## src/rtl/alu.sv

```systemverilog
// 16-bit signed ALU for the myMIPS datapath: eight operations selected by cmd,
// combinational result/equality/overflow, plus a registered sticky overflow bit.
module alu (
   input  logic        clk,
   input  logic        rst,
   input  logic [15:0] OP1,
   input  logic [15:0] OP2,
   input  logic [2:0]  cmd,
   output logic [15:0] RES,
   output logic        eq_bit,
   output logic        ovF,
   output logic        ovf_sticky
);

   typedef enum logic [2:0] {
      CMD_ADD = 3'b000,
      CMD_SUB = 3'b001,
      CMD_SLL = 3'b010,
      CMD_GT  = 3'b011,
      CMD_SRL = 3'b100,
      CMD_AND = 3'b101,
      CMD_OR  = 3'b110,
      CMD_EQ  = 3'b111
   } cmd_e;

   logic [15:0] sum;
   logic [15:0] diff;
   logic [15:0] sll_res;
   logic [15:0] srl_res;
   logic        add_ovf;
   logic        sub_ovf;
   logic        shift_big;
   logic        gt;

   always_comb begin
      sum  = OP1 + OP2;
      diff = OP1 - OP2;
      // Signed overflow: result sign disagrees with what the operand signs allow.
      add_ovf = (OP1[15] == OP2[15]) && (sum[15] != OP1[15]);
      sub_ovf = (OP1[15] != OP2[15]) && (diff[15] != OP1[15]);
      // OP2 is an unsigned shift amount; anything 16 or above (negative included) flushes to zero.
      shift_big = |OP2[15:4];
      sll_res   = shift_big ? 16'd0 : (OP1 << OP2[3:0]);
      srl_res   = shift_big ? 16'd0 : (OP1 >> OP2[3:0]);
      gt        = $signed(OP1) > $signed(OP2);
      eq_bit    = (OP1 == OP2);
   end

   always_comb begin
      RES = 16'd0;
      ovF = 1'b0;
      case (cmd_e'(cmd))
         CMD_ADD: begin
            RES = sum;
            ovF = add_ovf;
         end
         CMD_SUB: begin
            RES = diff;
            ovF = sub_ovf;
         end
         CMD_SLL: RES = sll_res;
         CMD_SRL: RES = srl_res;
         CMD_GT:  RES = {15'd0, gt};
         CMD_EQ:  RES = {15'd0, eq_bit};
         CMD_AND: RES = OP1 & OP2;
         CMD_OR:  RES = OP1 | OP2;
         default: begin
            RES = 16'd0;
            ovF = 1'b0;
         end
      endcase
   end

   // Reset wins over a coincident overflow.
   always_ff @(posedge clk) begin
      if (rst) ovf_sticky <= 1'b0;
      else     ovf_sticky <= ovf_sticky | ovF;
   end

endmodule

```

## config.mk

```make
export PLATFORM = sky130hd
export DESIGN_NAME = alu
export DESIGN_NICKNAME = d
export VERILOG_FILES = /design/src/rtl/alu.sv
export SDC_FILE = /design/constraint.sdc
export NUM_CORES = 1
export LEC_CHECK = 0
export ABC_AREA = 1
export CORE_ASPECT_RATIO = 0.5
export CORE_UTILIZATION = 58
export CTS_CLUSTER_SIZE = 28
export DETAILED_ROUTE_END_ITERATION = 10
export PLACE_DENSITY = 0.82
export SKIP_CTS_REPAIR_TIMING = 1
export SLEW_MARGIN = 20
export SYNTH_ARGS = -nofsm -noshare
export SYNTH_HDL_FRONTEND = slang
export SYNTH_SLANG_ARGS = --single-unit
```

## constraint.sdc

```tcl
create_clock -name clk -period 2.7 [get_ports clk]
set_input_delay 0.27 -clock clk [delete_from_list [all_inputs] [get_ports clk]]
set_output_delay 0.27 -clock clk [all_outputs]
set_load 0.01 [all_outputs]
```

==> out/metrics.csv, run 1 <==
stage;metric;value;unit
run_status;outcome;did not finish;
run_status;haltStage;global routing (5_1_grt);
run_status;toolErrorMsg;[ERROR GRT-0232] Routing congestion too high. Check the congestion heatmap in the GUI.;
timing;crit_endpoint;RES[0];
yosys;syn-mean-instance-area;5.26;sq um
yosys;synth_warnings;0;
placed_design;dp_slack;-0.597;ns
timing;worstEpCategory;output port;
yosys;synth_cells;750;
yosys;yosys.cell_types.count;41;
placed_design;placed_cells;1019;
global_routing;grt_overflow;89;
placed_design;port_buffers;55;
global_routing;track_usage;0.796;
floorplanning;rows;20;
yosys;syn_area;0.00395;sq mm
floorplanning;die_h;60.3;um
yosys;synth-seq-cells;1;
placed_design;placed_cell_area;0.00560;sq mm
floorplanning;start_util;0.626;
yosys;yosysSeqAreaShare;0.00507;
placed_design;routabilityCongestion;1.10;
placed_design;dp_hpwl;14900;um
yosys;syn-num-nets;838;
floorplanning;die_x;119;um
global_routing;grt_max_degree;34;
floorplanning;ios;56;
[synthesized netlist by cell type (all sizes together)]
master     n  area, sq um
nand2    203          772
inv      108          405
nand3     91          465
nor2      90          375
a21oi     63          330
ha        49          613
o21ai     42          218
buf       22          143
nand4     20          125
nor3      11         91.3
o211ai     9         72.6
o21a       7         52.6
xor2       6         52.6
clkbuf     4         15.0
and2       3         18.8
o21bai     3         22.5
a211oi     2         15.0
a21boi     2         15.0
fa         2         40.0
nand3b     2         15.0
o2111ai    2         17.5
o22ai      2         12.5
or2        2         12.5
a311oi     1         8.76
a31oi      1         6.26
clkinv     1         3.75
dfxtp      1         20.0
nor4       1         6.26
[kinds of logic after synthesis]
family          after synthesis  synth area share
fa+ha+maj                    51             0.166
buf+inv                     135             0.144
xor+xnor                      6            0.0133
flops                         1           0.00507
simple gates                423             0.477
compound gates              134             0.195
[per-stage QoR]
stage	util	setup TNS (ns)	hold slack (ns)
2_1_floorplan	-	0	0.405
3_3_place_gp	0.888	-5.04	0.521
3_5_place_dp	0.888	-6.76	0.530
4_1_cts	0.888	-6.85	0.529
[layer usage]
metal | GRT usage | overflow
met1 | 0.790 | 2
met2 | 1.02 | 53
met3 | 0.584 | 0
met4 | 0.864 | 34
met5 | 0.375 | 0
==> run 2, diff against run 1 <==
--- a/config.mk
+++ b/config.mk
@@ -6,11 +6,9 @@
 export NUM_CORES = 1
 export LEC_CHECK = 0
 export ABC_AREA = 1
-export CORE_ASPECT_RATIO = 0.5
-export CORE_UTILIZATION = 58
-export CTS_CLUSTER_SIZE = 28
+export CORE_UTILIZATION = 40
 export DETAILED_ROUTE_END_ITERATION = 10
-export PLACE_DENSITY = 0.82
+export PLACE_DENSITY_LB_ADDON = 0.15
 export SKIP_CTS_REPAIR_TIMING = 1
 export SLEW_MARGIN = 20
 export SYNTH_ARGS = -nofsm -noshare
==> run 2 against run 1 <==
- the flow now finishes without violations
- synthesized area unchanged
- synthesized cell count unchanged
==> out/metrics.csv, run 2 <==
stage;metric;value;unit
placed_design;port_buffers;55;
worst_setup_path;cp_common_cell;nand2_1;
yosys;syn-mean-instance-area;5.26;sq um
route;drc_errors;0;
global_routing;grt_pass1_wl;28500;um
power;power_frac_seq;0.013;
global_routing;grt_pass1_vias;5638;
worst_hold_path;hold_class;reg2reg;
worst_setup_path;arrival;2.39;ns
yosys;yosysSeqAreaShare;0.00507;
clocking;clk_pin_slew;0;ns
power;p_leak;3.50;nW
timing;hold_viol;0;
clocking;insertion_delay;0;ns
yosys;syn-num-nets;838;
finish;largest_reg_flops;1;
global_routing;grt_overflow;0;
worst_setup_path;criticalPathCategory;in2out;
finish;design_area;0.00639;sq mm
finish;final_common_cell;nand2_1;
global_routing;grt_max_degree;34;
worst_setup_path;endpoint_kind;output port;
yosys;synth_top_cells_by_count;nand2_1, inv_1, nand3_1, nor2_1, a21oi_1;
placed_design;placed_cell_area;0.00584;sq mm
finish;drive_above_1_share;0.322;
timing;relSlewSlack;0.706;
route;vias_per_cell;5.47;
yosys;synth-edff-count;0;
power;netSwitchingFraction;0.539;
worst_setup_path;crit_chain;clkdlybuf4s50_1 > inv_2 > ha_4 > buf_6 > nand2_1 > nor2_2 > buf_4 > nand3_2 > nand2_1 > nand2_1 > nand3_1 > nand4_1 > dlymetal6s2s_1;
floorplanning;core;0.00942;sq mm
route;wl;19000;um
yosys;yosys.cell_types.count;41;
global_routing;antenna_found_initial;0;
power;combPwrFrac;0.987;
finish;syn2layout_area_growth;62.0;%
placed_design;placed_cells;1086;
finish;top_register;ovf_sticky;
finish;final_cell_mix;nand2_1, buf_4, inv_1;
yosys;async_flop_share;0;
route;first_iter_violations;434;
worst_setup_path;critPathSlowestCell;clkdlybuf4s50_1;
yosys;synth_warnings;0;
route;drtPass1Iterations;5;
power;vdd_drop_max;0.000116;V
finish;n_antenna_cell;0;
power;p_clk_frac;0;
timing;skew;0;ns
yosys;synth_cells;750;
yosys;syn_area;0.00395;sq mm
finish;regArea;20.0;sq um
route;ant_nets;0;
yosys;synth.largest_area_cell;nand2_1;
floorplanning;start_util;0.419;
timing;finalCritPeriodShare;0.985;
route;vias;5976;
finish;nNetsFinal;1054;
yosys;netlist_top_cells_area;nand2_1, ha_1, nand3_1;
floorplanning;dieArea;0.0103;sq mm
power;intPower;569;uW
yosys;synth_ff_type;dfxtp_1;
worst_setup_path;crit_family;buffers and inverters;
finish;stdcell_count;1093;
timing;period_minus_slack;2.66;ns
floorplanning;die_x;101;um
timing;finalSetupViolCount;0;
power;p_switching;665;uW
finish;nFillCells;856;
worst_setup_path;cp-start-kind;primary input;
finish;reg_top3;ovf_sticky x1;
power;powerDensity;193;mW/mm^2
run;cap_violations;0;
worst_setup_path;crit_buf_inv;5;
timing;fmax;376;MHz
worst_setup_path;cp.required;2.43;ns
finish;multi_input_area;0.00379;sq mm
route;wl_per_cell;17.4;um
yosys;synth_top_area_share;0.189;
yosys;synth-seq-cells;1;
global_routing;track_usage;0.359;
floorplanning;die_h;101;um
floorplanning;rows;35;
timing;rsz0062_at_grt;true;
timing;maxSlewViolCount;0;
floorplanning;ios;56;
placed_design;dp_hpwl;15400;um
timing;tightest_slew;0.437;ns
run_status;outcome;completed;
worst_setup_path;path_max_fanout;6;
placed_design;routabilityCongestion;1.04;
yosys;yosysMostFrequentCell;nand2_1;
worst_setup_path;max_stage_delay;0.54;ns
[run 2: power by group through the flow]
| stage | Combinational [mW] | Clock, mW | Sequential [mW] |
|---|---|---|---|
| after floorplan | 0.529 | 0 | 0.0169 |
| after global placement | 1.05 | 0 | 0.0164 |
| after detailed placement | 1.06 | 0 | 0.0164 |
| after CTS | 1.07 | 0 | 0.0164 |
| after global routing | 1.31 | 0 | 0.0166 |
| final | 1.22 | 0 | 0.0164 |
[run 2: worst paths after layout]
check / from / endpoint / slack, ns / cells past startpoint
min reg2reg: ovf_sticky$_SDFF_PP0_ / ovf_sticky$_SDFF_PP0_ / 0.54 / 4
max: OP2[5] / RES[13] / 0.04 / 13
max reg2reg: ovf_sticky$_SDFF_PP0_ / ovf_sticky$_SDFF_PP0_ / 2.09 / 4
min: ovf_sticky$_SDFF_PP0_ / ovf_sticky$_SDFF_PP0_ / 0.54 / 4
[run 2: routing by layer]
| layer | track usage | vias up | part of all wire |
|---|---|---|---|
| met3 | 0.0221 | 67 | 0.080 |
| met2 | 0.616 | 308 | 0.46 |
| li1 | - | 2880 | - |
| met1 | 0.469 | 2721 | 0.41 |
| met4 | 0.140 | 0 | 0.051 |
| met5 | 0 | - | 0 |
[run 2: final cells by class]
class,count,area share
tap,129,0.0252
inverter,109,0.0650
multi-input combinational,614,0.593
sequential,1,0.00313
timing repair buffer,240,0.313
[run 2: stage by stage]
step	total power, mW	hold slack [ns]	utilization	worst slack [ns]	setup TNS (ns)
after global placement	1.06	0.535	0.620	-0.516	-6.49
after CTS	1.09	0.539	0.620	-0.562	-7.31
final	1.23	0.538	0.679	0.0398	0
after detailed placement	1.08	0.535	0.620	-0.552	-7.13
after floorplan	0.545	0.405	-	0.547	0
after global routing	1.33	0.593	0.679	-0.0907	-0.508
[run 2: cell families after synthesis]
group,Yosys count,synth area share
flops,1,0.00507
xor+xnor,6,0.0133
simple gates,423,0.477
fa+ha+maj,51,0.166
compound gates,134,0.195
buf+inv,135,0.144
[run 2: worst reg2reg max path: cells and delay by family (launching register included)]
family	cells	cell delay, ns
buffers and inverters	2	0.09
AND/OR/NAND/NOR	2	0.13
flip-flops	1	0.29
Note: power is estimated with default switching activity, not from simulation.
==> run 3, diff against run 2 <==
--- a/config.mk
+++ b/config.mk
@@ -8,7 +8,6 @@
 export ABC_AREA = 1
 export CORE_UTILIZATION = 40
 export DETAILED_ROUTE_END_ITERATION = 10
-export PLACE_DENSITY_LB_ADDON = 0.15
 export SKIP_CTS_REPAIR_TIMING = 1
 export SLEW_MARGIN = 20
 export SYNTH_ARGS = -nofsm -noshare
==> run 3 against run 2 <==
- power increased by 1.8%
- core utilization increased by 1.2 points
- hold slack got worse by 0.0011 ns
- critical path depth increased by 1
- combinational power about the same
- clock skew unchanged
- highest routed layer unchanged
- fmax decreased by 2.6%
- the run now ends with negative setup slack left
- largest cell class unchanged
- cell count increased by 2.0%
==> out/metrics.csv, run 3 (same netlist as run 2, synthesis figures left out) <==
stage;metric;value;unit
timing;maxSlewViolCount;0;
route;first_iter_violations;460;
floorplanning;die_x;101;um
route;vias;6110;
finish;drive_above_1_share;0.335;
worst_setup_path;arrival;2.46;ns
worst_setup_path;max_stage_delay;0.48;ns
finish;reg_top3;ovf_sticky x1;
finish;nNetsFinal;1076;
route;drc_errors;0;
finish;largest_reg_flops;1;
timing;finalCritPeriodShare;1.01;
timing;rsz0062_at_grt;true;
power;powerDensity;193;mW/mm^2
placed_design;placed_cells;1108;
timing;hold_viol;0;
finish;final_common_cell;buf_4;
finish;finalCoreUtilization;0.691;
power;vdd_drop_max;0.000110;V
worst_setup_path;critPathSlowestCell;clkdlybuf4s50_1;
worst_setup_path;cp_common_cell;nand2_1;
floorplanning;core;0.00942;sq mm
finish;design_area;0.00650;sq mm
run_status;outcome;complete, but fails checks;
floorplanning;start_util;0.419;
placed_design;port_buffers;55;
clocking;clk_pin_slew;0;ns
global_routing;antenna_found_initial;0;
worst_setup_path;crit_chain;clkdlybuf4s50_1 > inv_1 > ha_4 > nor2_2 > nand2_1 > nor4_2 > buf_4 > nand2_1 > inv_2 > nand4_1 > nand3_1 > nand2_1 > inv_1 > clkbuf_2;
worst_hold_path;hold_class;reg2reg;
global_routing;track_usage;0.361;
global_routing;grt_overflow;0;
clocking;insertion_delay;0;ns
worst_setup_path;endpoint_kind;output port;
timing;skew;0;ns
global_routing;grt_pass1_wl;28700;um
placed_design;dp_hpwl;15500;um
placed_design;placed_cell_area;0.00600;sq mm
power;power;1.26;mW
finish;n_antenna_cell;0;
route;wl;19100;um
global_routing;grt_pass1_vias;5823;
route;drtPass1Iterations;5;
floorplanning;rows;35;
timing;relSlewSlack;0.697;
finish;syn2layout_area_growth;64.9;%
worst_setup_path;cp-start-kind;primary input;
finish;final_cell_mix;buf_4, nand2_1, inv_1;
worst_setup_path;criticalPathCategory;in2out;
worst_setup_path;path_max_fanout;8;
timing;fmax;366;MHz
worst_setup_path;cp.required;2.43;ns
placed_design;routabilityCongestion;1.00;
global_routing;grt_max_degree;34;
timing;tightest_slew;0.450;ns
run_status;violations;negative setup slack;
route;wl_per_cell;17.1;um
timing;period_minus_slack;2.73;ns
route;vias_per_cell;5.48;
finish;top_register;ovf_sticky;
floorplanning;die_h;101;um
floorplanning;dieArea;0.0103;sq mm
worst_setup_path;r2r_slack;2.09;ns
power;p_leak;3.54;nW
finish;stdcell_count;1115;
floorplanning;ios;56;
timing;layout_setup_ws;-0.0322;ns
placed_design;dp_slack;-0.539;ns
run;cap_violations;0;
timing;finalSetupViolCount;1;
route;ant_nets;0;
-- run 3: changes by cell type in the layout (fill, tap and decap cells not counted), sizes merged --
| cell | before | now |
|---|---|---|
| clkinvlp | 1 | 0 |
| clkbuf | 3 | 7 |
| inv | 108 | 109 |
| buf | 186 | 210 |
| dlymetal6s2s | 21 | 15 |
-- run 3: area by class of cell --
| type | count | area [sq um] |
|---|---|---|
| fill | 882 | 2910 |
| inverter | 109 | 409 |
| multi-input combinational | 614 | 3790 |
| sequential | 1 | 20.0 |
| tap | 129 | 161 |
| timing repair buffer | 262 | 2120 |
-- run 3: final timing paths --
path / from / endpoint / cells after the start
min reg2reg: ovf_sticky$_SDFF_PP0_ / ovf_sticky$_SDFF_PP0_ / 4
min: ovf_sticky$_SDFF_PP0_ / ovf_sticky$_SDFF_PP0_ / 4
max reg2reg: ovf_sticky$_SDFF_PP0_ / ovf_sticky$_SDFF_PP0_ / 4
max: OP1[5] / RES[0] / 14
-- run 3: power by group --
group          switching, mW  internal, mW  total, mW
registers           0.000436        0.0160     0.0164
logic                  0.671         0.569       1.24
clock network              0             0          0
total                  0.671         0.585       1.26
-- run 3: worst max-delay path, delay by kind of cell --
| kind | cells | cell delay [ns] |
|---|---|---|
| adder cells (fa/ha/maj) | 1 | 0.29 |
| buffers and inverters | 6 | 1.00 |
| AND/OR/NAND/NOR | 7 | 0.89 |
-- run 3: per-layer routing --
metal  wire length, um  global-route usage  vias to the layer above
met1              7710               0.463                     2807
met4               706               0.119                        0
li1                  -                   -                     2933
met3              1590              0.0290                       61
met2              9080               0.637                      309
met5                 0                   0                        -
-- run 3: through the flow --
stage / setup TNS, ns / hold WS [ns]
finish: -0.0322 / 0.537
global route: -0.268 / 0.570
CTS: -7.49 / 0.537
detailed placement: -7.33 / 0.534
global placement: -7.07 / 0.525
floorplan: 0 / 0.405
